--- config.mk ---
export PLATFORM = sky130hd
export DESIGN_NAME = conv_scheduler
export DESIGN_NICKNAME = d
export VERILOG_FILES = /design/src/rtl/conv_pkg.sv /design/src/rtl/conv_scheduler_raster_coord_counter.sv /design/src/rtl/conv_scheduler.sv
export SDC_FILE = /design/constraint.sdc
export NUM_CORES = 1
export LEC_CHECK = 0
export ABC_CLOCK_PERIOD_IN_PS = 5700
export CORE_ASPECT_RATIO = 1.75
export CORE_UTILIZATION = 30
export CTS_BUF_LIST = sky130_fd_sc_hd__clkbuf_8 sky130_fd_sc_hd__clkbuf_16
export DETAILED_ROUTE_END_ITERATION = 16
export SLEW_MARGIN = 20
export SYNTH_ARGS = -nofsm -noshare
export SYNTH_HDL_FRONTEND = slang
export SYNTH_SLANG_ARGS = --single-unit
--- constraint.sdc ---
create_clock -name clk -period 5.7 [get_ports clk]
set_input_delay 1.425 -clock clk [delete_from_list [all_inputs] [get_ports clk]]
set_output_delay 1.425 -clock clk [all_outputs]
set_load 0.01 [all_outputs]
--- src/rtl/conv_pkg.sv ---
// Shared definitions for the 3x3 convolution frame sequencer.
package conv_pkg;

    localparam int NUM_TAPS   = 9;
    localparam int CENTRE_TAP = 4;
    localparam int LAST_TAP   = 8;
    localparam int TAP_W      = 4;

    typedef enum logic [2:0] {
        S_IDLE     = 3'd0,
        S_WAIT_WIN = 3'd1,
        S_MAC      = 3'd2,
        S_RESULT   = 3'd3,
        S_DONE     = 3'd4
    } state_t;

endpackage

--- src/rtl/conv_scheduler_raster_coord_counter.sv ---
// Raster-order (x,y) walker over an IMG_W x IMG_H image with border/last flags.
module raster_coord_counter #(
    parameter int IMG_W   = 16,
    parameter int IMG_H   = 12,
    parameter int COORD_W = 8
) (
    input  logic               clk,
    input  logic               resetn,
    input  logic               clear,
    input  logic               advance,
    output logic [COORD_W-1:0] x,
    output logic [COORD_W-1:0] y,
    output logic               is_border,
    output logic               is_last
);

    localparam logic [COORD_W-1:0] X_LAST = COORD_W'(IMG_W - 1);
    localparam logic [COORD_W-1:0] Y_LAST = COORD_W'(IMG_H - 1);

    // Past the final pixel both coordinates wrap, so the frame ends at (0,0).
    always_ff @(posedge clk or negedge resetn) begin
        if (!resetn) begin
            x <= '0;
            y <= '0;
        end else if (clear) begin
            x <= '0;
            y <= '0;
        end else if (advance) begin
            if (x != X_LAST) begin
                x <= x + 1'b1;
            end else begin
                x <= '0;
                y <= (y != Y_LAST) ? y + 1'b1 : '0;
            end
        end
    end

    assign is_border = (x == '0) || (x == X_LAST) || (y == '0) || (y == Y_LAST);
    assign is_last   = (x == X_LAST) && (y == Y_LAST);

endmodule

--- src/rtl/conv_scheduler.sv ---
// Frame sequencer: window handshake, nine-tap MAC burst or centre bypass, result handshake.
module conv_scheduler
    import conv_pkg::*;
#(
    parameter int IMG_W   = 16,
    parameter int IMG_H   = 12,
    parameter int COORD_W = 8
) (
    input  logic               clk,
    input  logic               resetn,
    input  logic               start,
    output logic               busy,
    input  logic               win_valid,
    output logic               win_ready,
    output logic [3:0]         pix_sel,
    output logic [3:0]         coef_sel,
    output logic               acc_clr,
    output logic               acc_en,
    output logic               bypass,
    output logic               res_valid,
    input  logic               res_ready,
    output logic [COORD_W-1:0] x,
    output logic [COORD_W-1:0] y,
    output logic               frame_done,
    output logic [2:0]         state_dbg
);

    // Handshakes: a transfer happens on a rising edge where valid && ready;
    // win_ready and res_valid are decoded from state only, never from inputs.
    state_t             state, state_nxt;
    logic [TAP_W-1:0]   tap, tap_nxt;
    logic               coord_clear, coord_advance;
    logic               is_border, is_last;

    raster_coord_counter #(
        .IMG_W   (IMG_W),
        .IMG_H   (IMG_H),
        .COORD_W (COORD_W)
    ) u_coord (
        .clk       (clk),
        .resetn    (resetn),
        .clear     (coord_clear),
        .advance   (coord_advance),
        .x         (x),
        .y         (y),
        .is_border (is_border),
        .is_last   (is_last)
    );

    always_ff @(posedge clk or negedge resetn) begin
        if (!resetn) begin
            state <= S_IDLE;
            tap   <= '0;
        end else begin
            state <= state_nxt;
            tap   <= tap_nxt;
        end
    end

    always_comb begin
        state_nxt     = state;
        tap_nxt       = tap;
        coord_clear   = 1'b0;
        coord_advance = 1'b0;
        case (state)
            S_IDLE: begin
                if (start) begin
                    state_nxt   = S_WAIT_WIN;
                    coord_clear = 1'b1;
                end
            end
            S_WAIT_WIN: begin
                if (win_valid) begin
                    if (is_border) begin
                        state_nxt = S_RESULT;
                    end else begin
                        state_nxt = S_MAC;
                        tap_nxt   = '0;
                    end
                end
            end
            S_MAC: begin
                if (tap == TAP_W'(LAST_TAP)) begin
                    state_nxt = S_RESULT;
                    tap_nxt   = '0;
                end else begin
                    tap_nxt = tap + 1'b1;
                end
            end
            S_RESULT: begin
                if (res_ready) begin
                    coord_advance = 1'b1;
                    state_nxt     = is_last ? S_DONE : S_WAIT_WIN;
                end
            end
            S_DONE: begin
                state_nxt   = S_IDLE;
                coord_clear = 1'b1;
            end
            default: begin
                state_nxt = S_IDLE;
                tap_nxt   = '0;
            end
        endcase
    end

    // Kernel is applied flipped: coefficient index mirrors the pixel index.
    assign busy       = (state != S_IDLE);
    assign win_ready  = (state == S_WAIT_WIN);
    assign acc_en     = (state == S_MAC);
    assign pix_sel    = acc_en ? tap : 4'd0;
    assign coef_sel   = acc_en ? (TAP_W'(LAST_TAP) - tap) : 4'd0;
    assign acc_clr    = acc_en && (tap == '0);
    assign res_valid  = (state == S_RESULT);
    assign bypass     = res_valid && is_border;
    assign frame_done = (state == S_DONE);
    assign state_dbg  = state;

endmodule

==> qor.txt, run 1 <==
Worst EP required = 4.28 ns
Initial Utilization = 31.7%
leakage = 0.000784 uW
hold depth = 1
met2 Usage GRT = 29.6%
Yosys top cell by area = dfrtp_1
WL final = 3820 um
Max VDD drop = 0.264 mV
Initial DRC Count = 25
clk sinks = 23
area grow syn2layout = 29.5%
core area = 4750 um2
most used routing layer in global routing = met2
unrepaired setup endpoints after global routing = false
Place WS = 2.31 ns
most frequent cell after synthesis = dfrtp_1
Setup TNS = 0 ns
syn avg cell area = 8.55 um2
Worst Tran Pin Value = 0.535 ns
Post-DRT Antenna Nets = 0
post-CTS sizing = 0
Worst Setup End Kind = primary output
worst r2r src = u_coord.y[2]
IO buf count = 38
crit-path cells = or3b_2 > inv_1 > and2_1 > clkdlybuf4s50_1
crit path max fanout = 11
Max clock buf depth = 2
top cells by instance count after synthesis = dfrtp_1, nor2_1, inv_1, nand2_1, a21oi_1
r2r endpoint = u_coord.y[6]
Critical Path AT = 2.27 ns
Ports = 39
postcts setup bufs = 0
Max Clock Freq = 271 MHz
vias in the first global route = 1384
Final Util = 41.0%
Synth cell types = 45
Final Skew = 0.00333 ns
Final WS setup = 2.01 ns
row cnt = 33
flops & latches, synth = 23
Cell Count, Final, Fillers Out = 261
Total GRT Usage = 15.6%
CTS root buffer = clkbuf_8
routability cong. = 0.819
post-synthesis sequential area ratio = 38.3%
largest net degree at the start of global routing = 24
M3 GR Usage = 2.44%
WL/cell = 14.6 um
fraction of layout cells with a size suffix above 1 = 6.22%
Clock Latency Late Sink = 0.27 ns
n_diodes = 0
max incr delay on CP = 0.61 ns
height of the die = 95.7 um
Power Dens Cells = 395 nW/um2
async set-reset flop share out of synthesis = 100%
outcome = completed
crit path kind = register to primary output
via count = 1386
initial antenna violation count = 0
R2R setup slack = 3.72 ns
first-pass GRT wire length = 6510 um
WHS Endpoint = u_coord.y[7]
hold_buf cts = 0
clock-pin slew on the worst setup and hold paths = 0.08 ns
DRC violations left = 0
Final nets = 221
endpoints failing hold = 0
Worst Min Path Start = u_coord.y[7]
cts bufs inserted = 3
CTS tree = built
CP Launch Type = register
final worst-path cycle share = 64.7%
Hold Path Class = register to register
post-layout minimum cycle time = 3.69 ns
ys flop type = dfrtp_1
max_cap viols = 0
Area contributors post-synth = dfrtp_1, ha_1, nor2_1
Avg Vias per Cell = 5.31
Post-synth EDFFs = 0
Die W = 55.5 um
count of warnings emitted by yosys = 0
worst rel slew slack = 64.3%
DRT Pass-1 Iters = 4
Die ar. = 5310 um2
Net Count, Synth = 187
r2r worst-path depth = 4
Slowest-stage cell, CP = or3b_2
dpl cells = 257
DPL Wire Length = 2890 um
fin. max-slew vios = 0
total congestion overflow = 0
synthesized instance count = 176
GR Util met1 = 17.0%
area fraction of the dominant cell type after synthesis = 38.3%
H-tree Lvls = 1
endpoints failing setup = 0
synthesized area = 1500 um2
cell families after synthesis:
logic type | share of synthesized area (%)
AND/OR/NAND/NOR | 27.5
AO/OA/AOI/OAI | 17.3
buffers and inverters | 6.82
flip-flops | 38.3
adder cells (fa/ha/maj) | 4.99
XOR/XNOR | 2.91
multiplexers | 2.16
per-stage QoR:
stage | total power (uW) | instance area, um2 | hold slack [ns]
6_report | 769 | 1950 | 0.520
5_1_grt | 830 | 1950 | 0.557
4_1_cts | 780 | 1950 | 0.526
3_5_place_dp | 671 | 1910 | 0.510
3_3_place_gp | 672 | 1910 | 0.511
2_1_floorplan | 498 | 1500 | 0.517
power breakdown:
part | internal [uW] | switching, uW
clock network | 48.8 | 54.0
registers | 202 | 66.3
logic | 200 | 198
total | 451 | 319
area by class of cell:
class,instances,area [um2]
tap,52,65.1
multi-input combinational,128,826
inverter,16,60.1
clock buffer,3,41.3
clock inverter,1,5.00
sequential,23,576
fill,469,2800
timing repair buffer,38,375
how the worst max path moves through the flow:
| stage | start | endpoint | slack [ns] |
|---|---|---|---|
| 6_report | state_dbg[0] | coef_sel[1] | 2.01 |
| 5_1_grt | state_dbg[1] | coef_sel[1] | 1.90 |
| 4_1_cts | state_dbg[0] | acc_clr | 2.00 |
| 3_5_place_dp | state_dbg[0] | acc_clr | 2.31 |
| 3_3_place_gp | state_dbg[0] | acc_clr | 2.33 |
| 2_1_floorplan | state_dbg[0] | acc_clr | 2.58 |
worst max-delay path, delay by kind of cell, from the launching register on:
kind	cells	cell delay [ns]
buf+inv	2	0.73
simple gates	2	0.78
flops	1	0.49
metal layers:
| layer | vias to the layer above | part of all wire [%] |
|---|---|---|
| li1 | 695 | - |
| met1 | 653 | 40 |
| met2 | 33 | 53 |
| met3 | 5 | 4.1 |
| met4 | 0 | 2.0 |
| met5 | - | 0 |
flip-flops by register name, summed over array words and instances (netlist names):
name / count
u_coord.y: 8
u_coord.x: 8
tap: 4
state_dbg: 3
cell usage in the layout (no fill, tap or decap), types with 4 or more instances in the layout:
| cell type | count |
|---|---|
| clkdlybuf4s50_1 | 37 |
| nor2_1 | 17 |
| nand2_1 | 16 |
| nor3_1 | 4 |
| ha_1 | 6 |
| a21oi_1 | 10 |
| nand3_1 | 5 |
| o21ai_0 | 7 |
| a31oi_1 | 7 |
| or3_1 | 5 |
| o211ai_1 | 4 |
| inv_1 | 16 |
| nand3b_1 | 4 |
| dfrtp_1 | 23 |
Power figures use the tool's default switching activity.
==> inputs of run 2 (changes only) <==
Settings changed: ABC_CLOCK_PERIOD_IN_PS 5700 to 3500.
Clock period 5.7 ns to 3.5 ns, I/O delays scaled along.
==> run 2 against run 1 <==
Net effect:
- cell count increased by 0.38%
- utilization increased by 0.26 points
- worst hold slack got worse by 0.0036 ns
- critical path type unchanged
- largest cell class unchanged
==> qor.txt, run 2 (synthesis results as in run 1) <==
outcome = completed
crit path kind = register to primary output
Worst setup endpoint = coef_sel[1]
Hold Slack = 0.517 ns (-0.00361 ns)
Total GRT Usage = 15.4% (-0.22 points)
max_cap viols = 0 (unchanged)
dpl cells = 258 (+0.39%)
vias in the first global route = 1408 (+1.7%)
Slowest-stage cell, CP = or3b_2
Worst Setup End Kind = primary output
worst r2r src = u_coord.y[7]
met1 WL = 1470 um (-5.0%)
r2r worst-path depth = 4 (unchanged)
Placed Area = 1910 um2 (+0.39%)
via count = 1428 (+3.0%)
Final nets = 222 (+0.45%)
Critical Path AT = 2.26 ns (about the same)
endpoints failing setup = 0 (unchanged)
Worst Tran Pin Value = 0.560 ns (+0.0257 ns)
metal3 WL = 204 um (+29%)
Worst EP required = 2.62 ns (-1.66 ns)
Max VDD drop = 0.499 mV (+89%)
fraction of layout cells with a size suffix above 1 = 6.19% (-0.030 points)
H-tree Lvls = 1 (unchanged)
routability cong. = 0.821 (+0.24%)
Die W = 55.5 um (unchanged)
hold_buf cts = 0 (unchanged)
initial antenna violation count = 0 (unchanged)
leakage = 0.000789 uW (+0.61%)
total congestion overflow = 0 (unchanged)
height of the die = 95.7 um (unchanged)
top layer in use = met4
Post-DRT Antenna Nets = 0 (unchanged)
R2R setup slack = 1.51 ns (-2.21 ns)
largest registers = u_coord.x x8, u_coord.y x8, tap x4
DPL Wire Length = 2910 um (+0.70%)
r2r endpoint = state_dbg[0]
IO buf count = 38 (unchanged)
area grow syn2layout = 30.4%
core area = 4750 um2 (unchanged)
CTS tree = built
unrepaired setup endpoints after global routing = false
Avg Vias per Cell = 5.45 (+2.6%)
Power Dens Cells = 641 nW/um2 (+62%)
post-CTS sizing = 0 (unchanged)
CTS root buffer = clkbuf_8
postcts setup bufs = 0 (unchanged)
commonest non-fill, non-tap cell in the layout = clkdlybuf4s50_1
n_diodes = 0 (unchanged)
Ports = 39 (unchanged)
endpoints failing hold = 0 (unchanged)
Cell Count, Final, Fillers Out = 262 (+0.38%)
clock-pin slew on the worst setup and hold paths = 0.09 ns (about the same)
Top delay family on crit path = simple AND/OR/NAND/NOR gates
crit-path cells = or3b_2 > inv_1 > and2_1 > clkdlybuf4s50_1
Final Skew = 0.00273 ns (-0.000596 ns)
crit path max fanout = 11 (unchanged)
post-layout minimum cycle time = 3.14 ns
worst setup path startpoint = state_dbg[0]
WL final = 3820 um (+0.10%)
most frequent cells in the layout = clkdlybuf4s50_1, dfrtp_1, nor2_1
Final WS setup = 0.361 ns (-1.65 ns)
Hold Path Class = register to register
row cnt = 33 (unchanged)
Setup TNS = 0 ns (unchanged)
DRC violations left = 0 (unchanged)
Die ar. = 5310 um2 (unchanged)
Initial DRC Count = 40 (+60%)
WP buf/inv = 2 (unchanged)
Max clock buf depth = 2 (unchanged)
first-pass GRT wire length = 6510 um (unchanged)
cts bufs inserted = 3 (unchanged)
largest net degree at the start of global routing = 24 (unchanged)
Clock Latency Late Sink = 0.27 ns (about the same)
clk sinks = 23 (unchanged)
WL/cell = 14.6 um (-0.28%)
CP Launch Type = register
max incr delay on CP = 0.61 ns (about the same)
Final Cell Area = 1960 um2 (+0.64%)
Max Clock Freq = 319 MHz
Initial Utilization = 31.7% (unchanged)
fin. max-slew vios = 0 (unchanged)
Worst path depth = 4 (unchanged)
Place WS = 0.671 ns (-1.64 ns)
DRT Pass-1 Iters = 4 (unchanged)
metal2 WL = 2080 um (+2.3%)
worst rel slew slack = 62.5% (-1.9 points)
final worst-path cycle share = 89.7%
==> run 2: cell types whose count changed in the layout (fill, tap and decap cells not counted) <==
| cell | change |
|---|---|
| buf_4 | +1 |
| buf_2 | -1 |
| clkdlybuf4s50_1 | +1 |
==> run 2: worst reg2reg max path: stages, from the launching register on <==
cell	delay [ns]
dfrtp_1	0.42
or4_4	0.56
or4_1	0.53
o21ai_0	0.21
o211ai_1	0.12
==> run 2: power by group <==
part           internal [uW]  total (uW)  switching (uW)
sequential               328         433             104
clock                   79.7         172            92.7
combinational            327         651             324
==> run 2: area by class of cell <==
class / count / area (um2)
fill: 498 / 2790
multi-input combinational: 128 / 826
tap: 52 / 65.1
clock buffer: 3 / 41.3
inverter: 16 / 60.1
sequential: 23 / 576
clock inverter: 1 / 5.00
timing repair buffer: 39 / 388
==> run 2: worst min-delay path by stage <==
stage	from	to	slack, ns	depth (start not counted)
2_1_floorplan	tap[0]	tap[0]	0.52	1
3_3_place_gp	u_coord.y[7]	u_coord.y[7]	0.51	1
3_5_place_dp	u_coord.y[7]	u_coord.y[7]	0.51	1
4_1_cts	u_coord.y[7]	u_coord.y[7]	0.52	1
5_1_grt	u_coord.y[7]	u_coord.y[7]	0.56	1
6_report	u_coord.y[7]	u_coord.y[7]	0.52	1
==> run 2: stage by stage <==
step | power [uW] | util, %
after floorplan | 810 | -
after global placement | 1100 | 40.3
after detailed placement | 1090 | 40.3
after CTS | 1270 | 41.3
after global routing | 1350 | 41.3
final | 1260 | 41.3
==> run 2: layer usage <==
layer	up-vias	track usage, %
met2	44	30.2
met5	-	0
li1	696	-
met3	6	2.31
met1	682	16.2
met4	0	6.04
